## src/rtl/i2s_tx_if.sv

```systemverilog
// i2s_tx_if: parallel sample handshake between the audio chain and i2s_tx.
// master = upstream sample source, slave = transmitter.
interface i2s_tx_if;
  logic        valid;
  logic [23:0] audio_l;
  logic [23:0] audio_r;
  logic        sample_req;
  logic        underrun;

  modport master (
    output valid, audio_l, audio_r,
    input  sample_req, underrun
  );

  modport slave (
    input  valid, audio_l, audio_r,
    output sample_req, underrun
  );
endinterface

```

## src/rtl/i2s_tx.sv

```systemverilog
// i2s_tx: 24-bit stereo I2S transmitter, 64-bclk frames, sample request.
// Define I2S_TX_UNDERRUN_MUTE_EN to send silence instead of repeating on underrun.
module i2s_tx #(
  parameter int BCLK_DIV = 4
) (
  input  logic    clock,
  input  logic    resetn,
  i2s_tx_if.slave aud,
  output logic    bclk,
  output logic    lrclk,
  output logic    sdata
);
  localparam int DW = (BCLK_DIV > 2) ? $clog2(BCLK_DIV) : 1;

  logic [DW-1:0] dcnt;
  logic [5:0]    slot;
  logic          run;
  logic          pending;
  logic [23:0]   hold_l, hold_r;
  logic [23:0]   sh_l, sh_r;
  logic [23:0]   ld_l, ld_r;
  logic          tick, fe, frame_ld;
  logic [5:0]    nslot;
  logic [4:0]    j;

  assign tick     = (dcnt == DW'(BCLK_DIV - 1));
  assign fe       = tick & bclk;
  // run is clear until the first falling edge, which enters slot 0
  assign nslot    = run ? slot + 6'd1 : 6'd0;
  assign j        = nslot[4:0];
  assign frame_ld = fe & (nslot == 6'd0);

  always_comb begin
    ld_l = '0;
    ld_r = '0;
`ifdef I2S_TX_UNDERRUN_MUTE_EN
    if (run && pending) begin
      ld_l = hold_l;
      ld_r = hold_r;
    end
`else
    if (run) begin
      ld_l = hold_l;
      ld_r = hold_r;
    end
`endif
  end

  always_ff @(posedge clock) begin
    if (!resetn) begin
      dcnt           <= '0;
      bclk           <= 1'b0;
      lrclk          <= 1'b0;
      sdata          <= 1'b0;
      slot           <= '0;
      run            <= 1'b0;
      pending        <= 1'b0;
      hold_l         <= '0;
      hold_r         <= '0;
      sh_l           <= '0;
      sh_r           <= '0;
      aud.sample_req <= 1'b0;
      aud.underrun   <= 1'b0;
    end else begin
      aud.sample_req <= 1'b0;
      aud.underrun   <= 1'b0;
      dcnt <= tick ? '0 : dcnt + 1'b1;
      if (tick)
        bclk <= ~bclk;
      if (aud.valid) begin
        hold_l <= aud.audio_l;
        hold_r <= aud.audio_r;
      end
      if (aud.valid)
        pending <= 1'b1;
      else if (frame_ld && run)
        pending <= 1'b0;
      if (fe) begin
        run            <= 1'b1;
        slot           <= nslot;
        lrclk          <= nslot[5];
        aud.sample_req <= (nslot == 6'd32);
        if (frame_ld) begin
          sh_l         <= ld_l;
          sh_r         <= ld_r;
          sdata        <= 1'b0;
          aud.underrun <= run & ~pending;
        end else if (j == 5'd0 || j > 5'd24) begin
          sdata <= 1'b0;
        end else if (nslot[5]) begin
          sdata <= sh_r[23];
          sh_r  <= {sh_r[22:0], 1'b0};
        end else begin
          sdata <= sh_l[23];
          sh_l  <= {sh_l[22:0], 1'b0};
        end
      end
    end
  end
endmodule

```

## src/flat_wrapper.sv

```systemverilog
// flat-port wrapper written by rule: the top's interface ports become plain ports
module i2s_tx_flat 
#(
  parameter int BCLK_DIV = 4
)
  (clock, resetn, bclk, lrclk, sdata, aud_valid, aud_audio_l, aud_audio_r, aud_sample_req, aud_underrun);
  i2s_tx_if aud_i ();
  input  logic clock;
  input  logic resetn;
  output logic bclk;
  output logic lrclk;
  output logic sdata;
  input wire logic [$bits(aud_i.valid)-1:0] aud_valid;
  input wire logic [$bits(aud_i.audio_l)-1:0] aud_audio_l;
  input wire logic [$bits(aud_i.audio_r)-1:0] aud_audio_r;
  output wire logic [$bits(aud_i.sample_req)-1:0] aud_sample_req;
  output wire logic [$bits(aud_i.underrun)-1:0] aud_underrun;
  assign aud_i.valid = aud_valid;
  assign aud_i.audio_l = aud_audio_l;
  assign aud_i.audio_r = aud_audio_r;
  assign aud_sample_req = aud_i.sample_req;
  assign aud_underrun = aud_i.underrun;
  i2s_tx #(.BCLK_DIV(BCLK_DIV)) u_core (.clock(clock), .resetn(resetn), .aud(aud_i), .bclk(bclk), .lrclk(lrclk), .sdata(sdata));
endmodule
```

## config.mk

```make
export PLATFORM = sky130hd
export DESIGN_NAME = i2s_tx_flat
export DESIGN_NICKNAME = d
export VERILOG_FILES = /design/src/rtl/i2s_tx_if.sv /design/src/rtl/i2s_tx.sv /design/src/flat_wrapper.sv
export SDC_FILE = /design/constraint.sdc
export NUM_CORES = 1
export LEC_CHECK = 0
export CORE_MARGIN = 2
export CORE_UTILIZATION = 49
export CTS_CLUSTER_SIZE = 40
export DETAILED_ROUTE_END_ITERATION = 12
export GPL_TIMING_DRIVEN = 0
export PLACE_DENSITY = 0.71
export SYNTH_ARGS = -nofsm -noshare
export SYNTH_HDL_FRONTEND = slang
export SYNTH_SLANG_ARGS = --single-unit
```

## constraint.sdc

```tcl
create_clock -name clock -period 5.45 [get_ports clock]
set_input_delay 1.09 -clock clock [delete_from_list [all_inputs] [get_ports clock]]
set_output_delay 1.09 -clock clock [all_outputs]
set_load 0.02 [all_outputs]
```

==> metrics.txt <==
hold buffer count at CTS=0; fin crit share=47.0%; Vias=3651; Worst-path clk slew=0.10 ns; First-pass DRT Iterations=4; Tmin final=2.56 ns; Post-CTS Resized=0; # DRC=0; I/O pins=56; Switch Pwr=0.334 mW; fillers=860; Final ANT Viol Nets=0; leakage power=2.56 nW; top-area cell type share of the netlist area=45.3%; CP Depth=1; Die H=104 um; top-count cell post-synth=dfxtp_1; GRT Total Usage=19.4%; Placed Area=5550 um2; layout cells sized above 1=11.4%; CTS Sinks=110; Starting Density=50.2%; final setup violation count=0; GP Congestion=0.819; Yosys reg bits=110; GRT busiest layer=met2; internal power=1.16 mW; CP Class=reg2out; wire per inst=14.8 um; post-synthesis cell area=4860 um2; DP HPWL=7.08 mm; Area Growth Syn to Fin=18.9%; Net Count, Synth=530; final slew viol count=0; starting DRC count in detailed routing=154; DR vias/cell=5.38; CP peak stage delay=0.65 ns; number of enable flip-flop cells after synthesis=0; PD cells=259 nW/um2; Syn Area/Cell=10.2 um2; status=finished, final reports clean; nets=594; ant diodes=0; Max Clock Freq=390 MHz; Clock Latency Late Sink=0.37 ns; crit-path cells=clkdlybuf4s50_1; HP Class=reg2reg; commonest cells in the netlist=dfxtp_1, nor2b_1, nand2_1; Max-Cap Viols=0; Sw Share=22.3%; post-CTS setup buffers=0; Core Box Area=9680 um2; met3 Track Usage GR=3.46%; fraction of registers with async set/reset=0%; Port Buffer Count=53; final instance area=5770 um2; die area=10700 um2; R2R cell count=9; die span in x=104 um; Top delay family on crit path=buffers and inverters; Synth warnings=0; ys flop type=dfxtp_1; part of the power in registers=56.5%; routing usage on met1=26.4%; GRT Residual Overflow=0; post-synthesis sequential area ratio=45.3%; Slew Limit Headroom=42.0%; required time worst endpoint=4.36 ns; Final Skew=0.00764 ns; Core Util, Final=59.6%; Root Buffer Master=clkbuf_8; cells taking the most area after synthesis=dfxtp_1, mux2i_1, nor2b_1; combinational fraction of design power=7.9%; count of cell types in the netlist=50; H-tree depth=3; CTS Buffer Depth=2; largest net degree at the start of global routing=17; GR Layer Usage met2=31.2%; CP Max Fanout=7; first-pass GRT wire length=17.3 mm; clock power share=35.5%; initial antenna violation count=0; Hold Crit Depth=1; TritonCTS clock tree=done; Row Count=36; RSZ-0062 raised after global routing=no; Critical Path AT=1.47 ns; crit start category=flip-flop; worst IR drop on VDD=0.000128 V; Cells after Synth=477; Crit. End Element=output pin; number of CTS-inserted buffers=9; vias in the first global route=3555; Max stage delay cell, worst path=clkdlybuf4s50_1; Final Power=1.50 mW; Slew @ Worst Pin=0.864 ns; Routed WL=10.0 mm; Fin. Hold Viols=0; CP Buf/Inv Count=1; leading area contributor after synthesis=dfxtp_1; setup TNS=0 ns
## placed cells by master, fill, tap and decap left out, types with 3 or more instances in the layout
master,instances
a2bb2oi_1,4
nor2_1,24
dfxtp_1,110
clkbuf_8,13
o21ai_0,28
mux2i_1,48
clkbuf_1,21
o211a_1,23
buf_2,8
and2_1,4
nand2_1,50
a21oi_1,3
nor2b_1,53
clkdlybuf4s50_1,53
buf_1,3
nand3_1,5
a221oi_1,23
o21ai_1,4
a21boi_0,3
a2bb2oi_2,19
buf_6,3
## logic make-up after synthesis
group	share of synthesized area (%)
flops	45.3
simple gates	16.3
fa+ha+maj	0.515
buf+inv	4.53
compound gates	22.3
xor+xnor	0.541
mux	10.4
## power groups by stage
stage,sequential (mW),clock [mW],combinational [mW]
2_1_floorplan,0.860,0,0.0678
3_3_place_gp,0.864,0,0.117
3_5_place_dp,0.864,0,0.120
4_1_cts,0.846,0.541,0.121
5_1_grt,0.849,0.569,0.132
6_report,0.846,0.532,0.119
## state kept, by name, summed over array words and instances (netlist names)
signal and cells:
u_core.hold_r 24, u_core.pending 1, u_core.dcnt 2, u_core.sdata 1
u_core.hold_l 24, u_core.aud.sample_req 1, u_core.bclk 1, u_core.slot 6
u_core.run 1, u_core.sh_l 24, u_core.aud.underrun 1, u_core.sh_r 24
## per-layer routing
metal | up-vias | part of all wire, % | routed length (um)
li1 | 1832 | - | -
met1 | 1733 | 49 | 4900
met2 | 74 | 46 | 4590
met3 | 12 | 4.0 | 406
met4 | 0 | 1.5 | 151
met5 | - | 0 | 0
## cell type report
type	count	area, um2	share of cell area [%]
clock buffer	13	179	3.10
inverter	1	3.75	0.0650
sequential	110	2200	38.1
buffer	40	216	3.75
multi-input combinational	326	2430	42.2
clock inverter	3	40.0	0.694
timing repair buffer	53	531	9.19
tap	133	166	2.88
## stage by stage
| stage | cells | setup slack [ns] | hold WS [ns] |
|---|---|---|---|
| 6_report | 679 | 2.89 | 0.425 |
| 5_1_grt | 679 | 2.72 | 0.459 |
| 4_1_cts | 679 | 2.88 | 0.425 |
| 3_5_place_dp | 663 | 2.65 | 0.410 |
| 3_3_place_gp | 663 | 2.70 | 0.408 |
| 2_1_floorplan | 477 | 3.09 | 0.397 |
## worst paths after layout
check,start,slack (ns),to
worst max-delay path,u_core.slot[5],2.89,lrclk
worst min-delay path,u_core.pending,0.43,u_core.aud.underrun
worst max register to register,u_core.slot[0],2.94,u_core.sh_r[12]
worst min register to register,u_core.pending,0.43,u_core.aud.underrun
Power figures use the tool's default switching activity.
